## src/rtl/if_pkg.sv

```systemverilog
// Shared types for the instruction-fetch front end.
// States, FIFO entry layout and default sizes.
package if_pkg;

    localparam int XLEN  = 32;
    localparam int DEPTH = 4;

    typedef enum logic [1:0] {
        BOOT,
        RUN,
        HALT
    } if_state_e;

    typedef struct packed {
        logic [XLEN-1:0] pc;
        logic [XLEN-1:0] instr;
    } fetch_entry_t;

endpackage

```

## src/rtl/if_fifo.sv

```systemverilog
// Prefetch FIFO of PC-tagged instruction words.
// Extra wrap bit on the pointers separates full from empty.
module if_fifo
    import if_pkg::*;
#(
    parameter int DEPTH = if_pkg::DEPTH
) (
    input  logic                   clk,
    input  logic                   rst,
    input  logic                   push,
    input  logic                   pop,
    input  logic                   flush,
    input  fetch_entry_t           wdata,
    output fetch_entry_t           rdata,
    output logic                   full,
    output logic                   empty,
    output logic [$clog2(DEPTH):0] count
);

    localparam int AW = $clog2(DEPTH);

    fetch_entry_t  mem [DEPTH];
    logic [AW:0]   wr_ptr;
    logic [AW:0]   rd_ptr;
    logic          do_push;
    logic          do_pop;

    assign count   = wr_ptr - rd_ptr;
    assign empty   = (wr_ptr == rd_ptr);
    assign full    = (count == (AW + 1)'(DEPTH));
    assign rdata   = mem[rd_ptr[AW-1:0]];
    assign do_pop  = pop && !empty;
    assign do_push = push && (!full || do_pop);

    // Pointer and storage update; flush discards everything queued.
    always_ff @(posedge clk or negedge rst) begin
        if (!rst) begin
            wr_ptr <= '0;
            rd_ptr <= '0;
            for (int i = 0; i < DEPTH; i++) begin
                mem[i] <= '0;
            end
        end else if (flush) begin
            wr_ptr <= '0;
            rd_ptr <= '0;
        end else begin
            if (do_push) begin
                mem[wr_ptr[AW-1:0]] <= wdata;
                wr_ptr              <= wr_ptr + 1'b1;
            end
            if (do_pop) begin
                rd_ptr <= rd_ptr + 1'b1;
            end
        end
    end

endmodule

```

## src/rtl/if_prefetch_unit.sv

```systemverilog
// Fetch front end: sequential PC, credit-limited requests,
// redirect flush/kill and a PC-tagged prefetch FIFO to decode.
module if_prefetch_unit
    import if_pkg::*;
#(
    parameter int              XLEN     = if_pkg::XLEN,
    parameter int              DEPTH    = if_pkg::DEPTH,
    parameter logic [XLEN-1:0] RESET_PC = '0
) (
    input  logic            clk,
    input  logic            rst,
    output logic            imem_req,
    output logic [XLEN-1:0] imem_addr,
    input  logic [XLEN-1:0] imem_rdata,
    input  logic            redirect_valid,
    input  logic [XLEN-1:0] redirect_pc,
    input  logic            halt,
    output logic            id_valid,
    input  logic            id_ready,
    output logic [XLEN-1:0] id_instr,
    output logic [XLEN-1:0] id_pc,
    output logic [XLEN-1:0] pc
);

    localparam int CW = $clog2(DEPTH) + 1;

    if_state_e       state_q;
    if_state_e       state_d;
    logic [XLEN-1:0] fetch_pc;
    logic [XLEN-1:0] resp_pc;
    logic            inflight;
    logic            resp_kill;
    logic [CW-1:0]   count;
    logic [CW-1:0]   occ;
    logic            full;
    logic            empty;
    logic            push;
    logic            pop;
    fetch_entry_t    wentry;
    fetch_entry_t    head;
    logic            unused_bits;

    // Credits come from registered occupancy only, never the pop.
    assign occ      = count + CW'(inflight);
    assign imem_req = (state_q == RUN) && !halt && !redirect_valid
                      && (occ < CW'(DEPTH));
    assign imem_addr = fetch_pc;
    assign pc        = fetch_pc;

    // A response landing in a redirect cycle belongs to the old path.
    assign resp_kill = inflight && redirect_valid;
    assign push      = inflight && !resp_kill;
    assign pop       = id_valid && id_ready;

    assign wentry.pc    = resp_pc;
    assign wentry.instr = imem_rdata;

    assign id_valid = !empty;
    assign id_instr = head.instr;
    assign id_pc    = head.pc;

    assign unused_bits = ^{full, redirect_pc[1:0]};

    // State register.
    always_ff @(posedge clk or negedge rst) begin
        if (!rst) begin
            state_q <= BOOT;
        end else begin
            state_q <= state_d;
        end
    end

    // Next state: one boot cycle, then follow the halt level.
    always_comb begin
        state_d = state_q;
        unique case (state_q)
            BOOT:    state_d = RUN;
            RUN:     if (halt) state_d = HALT;
            HALT:    if (!halt) state_d = RUN;
            default: state_d = BOOT;
        endcase
    end

    // Fetch PC, response tag and in-flight tracking.
    always_ff @(posedge clk or negedge rst) begin
        if (!rst) begin
            fetch_pc <= RESET_PC;
            resp_pc  <= RESET_PC;
            inflight <= 1'b0;
        end else begin
            inflight <= imem_req;
            unique case (1'b1)
                redirect_valid: begin
                    fetch_pc <= {redirect_pc[XLEN-1:2], 2'b00};
                end
                imem_req: begin
                    resp_pc  <= fetch_pc;
                    fetch_pc <= fetch_pc + XLEN'(4);
                end
                default: ;
            endcase
        end
    end

    if_fifo #(
        .DEPTH(DEPTH)
    ) u_fifo (
        .clk  (clk),
        .rst  (rst),
        .push (push),
        .pop  (pop),
        .flush(redirect_valid),
        .wdata(wentry),
        .rdata(head),
        .full (full),
        .empty(empty),
        .count(count)
    );

endmodule
```

## config.mk

```make
export PLATFORM = sky130hd
export DESIGN_NAME = if_prefetch_unit
export DESIGN_NICKNAME = d
export VERILOG_FILES = /design/src/rtl/if_pkg.sv /design/src/rtl/if_fifo.sv /design/src/rtl/if_prefetch_unit.sv
export SDC_FILE = /design/constraint.sdc
export NUM_CORES = 1
export LEC_CHECK = 0
export BUFFER_PORTS_ARGS = -buffer_cell sky130_fd_sc_hd__buf_2
export CAP_MARGIN = 20
export CELL_PAD_IN_SITES_DETAIL_PLACEMENT = 0
export CELL_PAD_IN_SITES_GLOBAL_PLACEMENT = 1
export CORE_MARGIN = 1
export CORE_UTILIZATION = 40
export CTS_CLUSTER_DIAMETER = 120
export DETAILED_ROUTE_END_ITERATION = 7
export GPL_TIMING_DRIVEN = 0
export PLACE_DENSITY = 0.68
export SLEW_MARGIN = 20
export SYNTH_ARGS = -nofsm -noshare
export SYNTH_HDL_FRONTEND = slang
export SYNTH_SLANG_ARGS = --single-unit
```

## constraint.sdc

```tcl
create_clock -name clk -period 3.5 [get_ports clk]
set_clock_uncertainty 0.05 [all_clocks]
set_input_delay 0.525 -clock clk [delete_from_list [all_inputs] [get_ports clk]]
set_output_delay 0.525 -clock clk [all_outputs]
set_load 0.01 [all_outputs]
```

# Yosys cells after proc, flatten, opt, wreduce, memory -nomap -nowiden
# Index checks and enable logic that the tools add are counted.
[word_totals]
ff_bits = 329
in_bits = 69
output_inout_bits = 130
wordCells = 67
[op_classes]
addsub = 5
n_lt_le_gt_ge = 4
eq_ne = 6
muxes = 14
n_bitwise = 3
reduce_logical = 21
[ops]
columns = ["op", "count"]
rows = [
  ["$bwmux 256", 1],
  ["$mux 64", 3],
  ["$bmux 64 s2", 1],
  ["$demux 64 s2", 1],
  ["$pmux 32 s2", 1],
  ["$add 32x3->32 const B", 1],
  ["$mux 3", 4],
  ["$logic_and 1x1->1", 9],
  ["$add 3x1->3 const B", 2],
  ["$ge 3x3->1 const B", 2],
  ["$not 2->3", 2],
  ["$pmux 2 s3", 1],
  ["$reduce_bool 2->1", 3],
  ["$logic_not 1->1", 5],
  ["$mux 2", 2],
  ["$ne 2x2->1 const B", 2],
  ["$reduce_and 2->1", 2],
  ["$add 3x1->3", 1],
  ["$eq 3x3->1", 1],
  ["$eq 3x3->1 const B", 1],
  ["$lt 3x1->1 const B", 1],
  ["$lt 3x3->1 const B", 1],
  ["$sub 3x3->3", 1],
  ["$eq 2x1->1 const B", 1],
  ["4 further kinds", 4],
]

# Longest topological paths before layout
# Gate-level depths: netlist (run 1).
[depth]
depth_word = 8
depth_mapped = 11

# By module
# Synthesis (run 1) repeated with hierarchy kept, for this count alone.
[hier_totals]
cells_unflattened = 1038
hier_area_um2 = 14905.5
[modules_own_cells]
columns = ["mod", "n_inst", "cells_each", "area_per_inst_um2", "seq_area_each_um2"]
rows = [
  ["if_fifo", 1, 670, 11609.9, 6556.3],
  ["if_prefetch_unit", 1, 368, 3295.7, 1576.5],
]

# Least setup slack after synthesis (run 1)
# OpenSTA, ideal clock, no wires.
[synth_path]
kind = "register to register"
start = "register u_fifo.rd_ptr[1]"
end = "register u_fifo.mem[192] (netlist bit)"
setup_ns = 0.125
arrival_time_ns = 2.829
t_required_ns = 3.325
slack_ns = 0.496
stages_incl_launch_ff = 11
n_path_buf = 3
cell_sequence = "dfrtp_1 > clkbuf_1 > clkbuf_1 > inv_1 > ha_1 > nand2b_1 > nand3_1 > a21oi_4 > nor4b_4 > buf_6 > mux2_2"
[synth_between]
elab_chain_len = 7
elab_cells_between_ends = 10
[synth_rtl]
columns = ["element", "line_no", "rtl"]
rows = [
  ["start: declaration", "if_fifo.sv:24", "logic [AW:0] rd_ptr;"],
  ["start signal: assignment", "if_fifo.sv:52", "rd_ptr <= rd_ptr + 1'b1;"],
  ["parallel branches: the longest is 4 deep, another holds $sub 3x3->3", "-", ""],
  ["$logic_or 1x1->1 *", "if_fifo.sv:33", "assign do_push = push && (!full || do_pop);"],
  ["$logic_and 1x1->1 *", "if_fifo.sv:33", ""],
  ["$reduce_and 2->1 (no line) *", "-", ""],
  ["end signal: indexed assignment", "if_fifo.sv:48", "mem[wr_ptr[AW-1:0]] <= wdata;"],
  ["end: declaration", "if_fifo.sv:22", "fetch_entry_t mem [DEPTH];"],
]
# Every way passes the cells marked *.
# A chain may end at the register's enable or synchronous reset.

# Worst setup path after layout (run 1)
[layout_path]
start = "register u_fifo.wr_ptr[0]"
end = "output port imem_req"
[layout_between]
elab_chain_len = 4
[layout_rtl]
columns = ["element", "line_no", "rtl"]
rows = [
  ["start: declaration", "if_fifo.sv:23", "logic [AW:0] wr_ptr;"],
  ["start signal: assignment", "if_fifo.sv:49", "wr_ptr <= wr_ptr + 1'b1;"],
  ["$sub 3x3->3", "if_fifo.sv:28", "assign count = wr_ptr - rd_ptr;"],
  ["$add 3x1->3", "if_prefetch_unit.sv:44", "assign occ = count + CW'(inflight);"],
  ["$lt 3x3->1", "if_prefetch_unit.sv:46", "&& (occ < CW'(DEPTH));"],
  ["$logic_and 1x1->1", "if_prefetch_unit.sv:46", ""],
  ["end: declaration", "if_prefetch_unit.sv:12", "output logic imem_req,"],
]
# No other way between the ends.

==> results of run 1 <==
state kept, by name, indices dropped and copies added (netlist names):
| signal | flops |
|---|---|
| imem_addr | 30 |
| inflight | 1 |
| resp_pc | 30 |
| state_q | 2 |
| u_fifo.mem | 248 |
| u_fifo.rd_ptr | 3 |
| u_fifo.wr_ptr | 3 |
report_power, final:
group          switching, mW  internal (mW)  total, mW
sequential             0.689           4.54       5.23
combinational           1.59           1.82       3.41
clock                   1.52           2.31       3.83
cell families after synthesis:
kind of cell,after synthesis
other,1
AO/OA/AOI/OAI,92
XOR/XNOR,9
AND/OR/NAND/NOR,166
multiplexers,312
flip-flops,317
buffers and inverters,122
adder cells (fa/ha/maj),9
worst max-delay path by stage:
| stage | from | endpoint | slack [ns] | depth (start not counted) |
|---|---|---|---|---|
| after global placement | rst | u_fifo.mem[110]$_DFFE_PN0P_ | -4.41 | 1 |
| after CTS | u_fifo.rd_ptr[0]$_DFFE_PN0P_ | id_pc[9] | -0.03 | 4 |
| after floorplan | u_fifo.rd_ptr[1]$_DFFE_PN0P_ | u_fifo.mem[192]$_DFFE_PN0P_ | 0.50 | 10 |
| after detailed placement | u_fifo.rd_ptr[1]$_DFFE_PN0P_ | u_fifo.mem[177]$_DFFE_PN0P_ | -0.84 | 10 |
| final | u_fifo.wr_ptr[0]$_DFFE_PN0P_ | imem_req | 0.16 | 9 |
| after global routing | u_fifo.wr_ptr[0]$_DFFE_PN0P_ | imem_req | -0.004 | 9 |
per-stage QoR:
step                cells  area, µm²  worst slack [ns]   TNS, ns
finish               1773      18000             0.157         0
global route         1773      18000          -0.00390  -0.00390
CTS                  1768      17900           -0.0319    -0.280
detailed placement   1693      16600            -0.843   -161.79
global placement     1690      16500             -4.41  -1535.56
floorplan            1033      14900             0.496         0
layout make-up:
type | instances | area share (%)
Multi-Input combinational cell | 594 | 34.4
Tap cell | 468 | 3.26
Clock inverter | 9 | 0.571
Inverter | 26 | 0.557
Timing Repair Buffer | 206 | 6.59
Sequential cell | 317 | 44.1
Buffer | 95 | 4.37
Clock buffer | 58 | 6.11
synthesized netlist by cell type (3+ instances only):
master	instances	area (µm²)
buf_6	18	203
o21ai_0	35	175
nand2_1	80	300
mux2_4	59	886
inv_1	24	90.1
nor3_1	9	45.0
nand4_1	4	25.0
xor2_1	4	35.0
buf_4	36	270
buf_1	9	33.8
clkbuf_1	17	63.8
nand3_1	13	65.1
mux2_2	174	1960
a32oi_1	3	26.3
and2_1	4	25.0
nor2_1	17	63.8
a221o_1	3	30.0
mux4_2	62	1400
buf_12	7	140
a21oi_1	15	75.1
and4_1	6	52.6
nor4_1	8	50.1
xnor2_1	4	35.0
mux2_1	16	180
o311ai_0	7	61.3
buf_2	9	45.0
dfrtp_1	317	7930
nor3b_1	3	22.5
o21a_1	3	22.5
ha_1	8	100
a221oi_1	6	52.6
and3_1	4	25.0
nor4b_4	4	95.1
placed cells by master, fill, tap and decap left out, types with 17 or more instances in the layout:
cell | netlist | final
buf_4 | 36 | 46
clkbuf_16 | 0 | 39
nand2_1 | 80 | 79
dfrtp_1 | 317 | 317
o21ai_0 | 35 | 35
clkbuf_1 | 17 | 28
mux2_4 | 59 | 59
buf_6 | 18 | 18
mux4_2 | 62 | 62
mux2_2 | 174 | 174
nor2_1 | 17 | 17
buf_2 | 9 | 195
inv_1 | 24 | 24
routing by layer:
layer | global-route usage, % | wire [µm] | share of wire, %
met1 | 29.2 | 17500 | 47
met4 | 4.70 | 651 | 1.8
met5 | 0 | 0 | 0
met2 | 30.7 | 16700 | 45
met3 | 4.82 | 2190 | 5.9
critical path: stages (launching register included):
cell     delay [ns]
dfrtp_1        0.40
inv_1          0.11
ha_1           0.17
fa_2           0.47
nor3b_4        0.26
xor2_2         0.25
nand2_2        0.15
inv_4          0.12
buf_8          0.16
buf_2          0.14
what timing repair did:
item                                    CTS  global route
pin swaps                                 6             2
endpoints found under the setup margin  310           279
resized for setup                        15            10
endpoints found under the hold margin    49             0
gates cloned                              0             0
hold buffers                              1             0
buffers inserted                          8             5
==> run metrics, run 1 <==
Fillers=between 3000 and 4000; Max Cap Viol=0; final setup violation count=0; synthesized area=approximately 15000 µm²; drc violations=0; Multi-input gate area=6180 µm²; period utilization=~96%; CP Data Required Time=2.92 ns; fraction of synthesized area in multiplexers=29.7%; Yosys cell types=64; TritonCTS clock tree=done; Tot GR Track Use=20.2%; effective utilization at floorplan=between 40 and 50%; Sequential Area=7930 µm²; endpoints failing hold=0; critical path fanouts, max=11; fin crit period=3.34 ns; synthesized area per cell=14.5 µm²; routability congestion estimate=between 0.8 and 0.9; layout cells sized above 1=49.6%; CP Data Arrival Time=2.77 ns; ANT nets after route=0; core area=36700 µm²; outcome=completed; Die H=195 µm; beginning of the worst register-to-register path=u_fifo.rd_ptr[1]$_DFFE_PN0P_; number of synthesis warnings=0; Clk Latency, worst-skew pair=around 0.54 ns; CTS H-Tree Depth=2; Power per Cell Area=694 nW/µm²; largest net degree at the start of global routing=96; Reg-to-Reg End=u_fifo.mem[131]$_DFFE_PN0P_; DR WL/cell=between 20 and 25 µm; CTS root buf=clkbuf_16; Tightest Hold Check Type=in -> reg; async set-or-reset flop fraction in the synthesized netlist=100%; Worst-Margin Slew=0.875 ns; Post-synth EDFFs=0; WHS Endpoint=imem_addr[16]$_DFFE_PN0P_; Post-Synth Adder-Cell Area=0.805%; largest family of logic cells by synthesized area=multiplexers; R2R cell count=11; CP startpoint kind=flop; Main synth FF type=dfrtp_1; Synth Area in Compound Gates=under 10%; Sink Count=317; max-slew violations=0; Max Clk Rate=roughly 0.30 GHz; I/O pins=~200; Yosys reg bits=about 320; initial antenna violation count=1; hold path depth=3; Crit. End Element=output port; Max VDD drop=0.000360 V; r2r setup slk=0.32 ns; Worst-path clk slew=about 0.06 ns; simple-gate area share of the yosys netlist=5.89%; remaining global-route overflow=0; via count=slightly above 9000; xor and xnor area share after synthesis=less than 1%; initial drt markers=560; vias in the first global route=around 9800; Bufs on Longest Clock Path=3; number of nets in the layout=1356; first-pass GRT wire length=around 60000 µm; Slew headroom=41.7%; die area=around 38000 µm²; DP HPWL=~25000 µm; Die W=195 µm; CTS buffer count=38; critical path class=reg -> out; num rows=70; drt first pass iters=5; Port Buf Inserts=approximately 190; Final Power=approximately 12 mW; Layout area overhead=20.4%; worst min-delay path startpoint=redirect_pc[16]; post-synthesis sequential area ratio=a little over half; drt via density=between 5 and 6; P_leak=between 8 and 9 nW; Inserted Diodes=0; worst hold slack=between 0.15 and 0.2 ns; Syn Inst Count=1028; final WL=roughly 37000 µm; final core occ=a little under 50%
Power figures use the tool's default switching activity.
==> run 2: changes to the inputs <==
ABC_AREA = 1   (was not set)
PLACE_DENSITY = 0.74   (was 0.68)
==> run 2 against run 1 <==
Combinational power grew 110%. Sequential share of layout area shrank 2.7 points. Sequential power rose by 2%. Final area is 6.4% higher. Die area is 7.4% higher. Register-to-register slack got worse by 0.17 ns. Clock-buffer cell count shrank 10. Critical path type unchanged. Largest power group is now combinational logic. Highest routed layer unchanged.
==> run metrics, run 2 <==
RSZ-0062 raised after global routing=false; period utilization=96.0% (+0.48 points); initial drt markers=1085 (+94%); Synth area leader=dfrtp_1; Sequential Area=7930 µm² (unchanged); Yosys cell types=32 (-50%); Sink Count=317 (unchanged); critical path class=reg -> out; Inserted Diodes=0 (unchanged); routability congestion estimate=0.980 (+20%); synthesized area per cell=7.78 µm² (-46%); DP Worst Slack=-0.336 ns (+0.507 ns); Fillers=3992 (+24%); Port Buf Inserts=189 (unchanged); Final Power=16.6 mW (+33%); final WL=55200 µm (+49%); Bufs on Longest Clock Path=3 (unchanged); Yosys reg bits=317 (unchanged); commonest cells after routing, fill and taps aside=763 x nand2_1, 317 x dfrtp_1, 250 x nand4_1; via count=15000 (+61%); Clk Latency, worst-skew pair=0.56 ns (+0.02 ns); final setup violation count=0 (unchanged); Worst-Margin Slew=0.909 ns (+0.0339 ns); CTS buffer count=40 (+5.3%); Power per Cell Area=870 nW/µm² (+25%); Max Clk Rate=0.298 GHz (-0.50%); max reg flops=248 (unchanged); Top reg by flops=u_fifo.mem; outcome=completed; CP Data Arrival Time=2.78 ns (about the same); drt first pass iters=4 (-1); remaining global-route overflow=0 (unchanged); setup ws final=0.140 ns (-0.0168 ns); Post-synth EDFFs=0 (unchanged); effective utilization at floorplan=41.0% (+0.35 points); num rows=72 (+2.9%); Tightest Hold Check Type=in -> reg; setup TNS=0 ns (unchanged); layout cells sized above 1=16.8% (-33 points); hold path depth=3 (unchanged); Layout area overhead=19.2%; vias in the first global route=15200 (+55%); I/O pins=199 (unchanged); DR WL/cell=19.4 µm (-7.3%); max-slew violations=0 (unchanged); post-synthesis sequential area ratio=49.5% (-3.7 points); TritonCTS clock tree=done; CP Data Required Time=2.92 ns (about the same); CP startpoint kind=flop; Worst-path clk slew=0.06 ns (about the same); Die W=202 µm (+3.6%); Main synth FF type=dfrtp_1; Synth top cells by count=763 x nand2_1, 317 x dfrtp_1, 250 x nand4_1, 174 x nor2_1, 162 x o21ai_0; CTS H-Tree Depth=2 (unchanged); ANT nets after route=0 (unchanged); Max Cap Viol=0 (unchanged); drc violations=0 (unchanged); top post-synthesis cells by area=dfrtp_1 49%, nand2_1 18%, nand4_1 9.8%; most common cell in the netlist=nand2_1; Non-Filler Instances=2847 (+61%); number of synthesis warnings=0 (unchanged); DP HPWL=39100 µm (+57%); die area=40900 µm² (+7.4%); core area=39100 µm² (+6.5%); synthesized area=16000 µm² (+7.5%); P_leak=10.2 nW (+20%); commonest non-fill, non-tap cell in the layout=nand2_1; Die H=202 µm (+3.6%); drt via density=5.29 (+0.39%); endpoints failing hold=0 (unchanged); number of nets in the layout=2381 (+76%); share of the synthesized area in the top cell type=49.5% (-3.7 points); initial antenna violation count=0 (-1); Tot GR Track Use=27.4% (+7.3 points); R2R cell count=12 (+1); Slew headroom=39.4% (-2.3 points); Syn Inst Count=2061 (+100%); Max VDD drop=0.000413 V (+15%); Crit. End Element=output port; critical path fanouts, max=10 (-1); largest net degree at the start of global routing=87 (-9.4%); fin crit period=3.36 ns (+0.0168 ns); async set-or-reset flop fraction in the synthesized netlist=100% (unchanged); first-pass GRT wire length=87100 µm (+47%); Cells after DPL=2777 (+64%); CTS root buf=clkbuf_16; final core occ=48.9% (-0.058 points); Multi-input gate area=6920 µm² (+12%)
==> run 2: cell types whose count changed after synthesis, moves of 26 or more <==
cell / before / now
buf_2: 9 / 49
nand3_1: 13 / 39
nand4_1: 4 / 250
o22ai_1: 0 / 62
nand2_1: 80 / 763
o21ai_0: 35 / 162
mux2_4: 59 / 0
mux2_2: 174 / 0
clkbuf_1: 17 / 71
mux4_2: 62 / 0
nor2_1: 17 / 174
==> run 2: critical path, cell delays in order (launching register included) <==
cell,delay [ns]
dfrtp_1,0.37
buf_2,0.27
clkinv_1,0.46
buf_2,0.40
clkbuf_2,0.26
nor2_1,0.16
o22ai_1,0.14
buf_2,0.16
==> run 2: what timing repair did <==
item / CTS / global route
hold endpoints to repair: 25 / 0
hold buffers: 1 / 0
resized for setup: 5 / 13
setup endpoints to repair: 266 / 9
setup buffers: 1 / 0
==> run 2: path summary, 6_finish.rpt <==
path,start,end,slack (ns)
worst max-delay path,u_fifo.rd_ptr[0]$_DFFE_PN0P_,id_pc[9],0.14
worst min-delay path,redirect_pc[22],imem_addr[22]$_DFFE_PN0P_,0.13
worst max register to register,u_fifo.rd_ptr[1]$_DFFE_PN0P_,u_fifo.mem[164]$_DFFE_PN0P_,0.15
worst min register to register,u_fifo.mem[149]$_DFFE_PN0P_,u_fifo.mem[149]$_DFFE_PN0P_,0.41
max in group asynchronous,rst,u_fifo.mem[102]$_DFFE_PN0P_,1.92
min in group asynchronous,rst,u_fifo.mem[195]$_DFFE_PN0P_,0.37
==> run 2: kinds of logic after synthesis <==
logic type	synth area share, %
other	0.0234
buffers and inverters	7.61
AND/OR/NAND/NOR	33.9
XOR/XNOR	0.655
flip-flops	49.5
AO/OA/AOI/OAI	7.63
adder cells (fa/ha/maj)	0.749
==> run 2: report_power, final <==
group          total (mW)  internal (mW)  switching [mW]
logic                7.16           2.36            4.79
registers            5.32           4.50           0.819
clock network        4.16           2.52            1.63
==> run 2: metrics by stage <==
step,cell area (µm²),hold slack (ns)
2_1_floorplan,16100,0.179
3_3_place_gp,17700,0.398
3_5_place_dp,17800,0.344
4_1_cts,19100,0.112
5_1_grt,19100,0.147
6_report,19100,0.135
==> run 2: area by class of cell <==
type                            instances  area share, %
Multi-Input combinational cell       1498           36.2
Inverter                               49          0.981
Clock buffer                           48           5.76
Tap cell                              518           3.39
Clock inverter                         20           1.05
Timing Repair Buffer                  195           5.67
Buffer                                202           5.50
Sequential cell                       317           41.5
==> run 2: metal layers <==
layer	global-route usage, %	part of all wire [%]	vias up
li1	-	-	7357
met1	35.9	43	7143
met2	46.0	48	456
met3	4.39	5.9	92
met4	9.43	2.7	0
met5	0	0	-
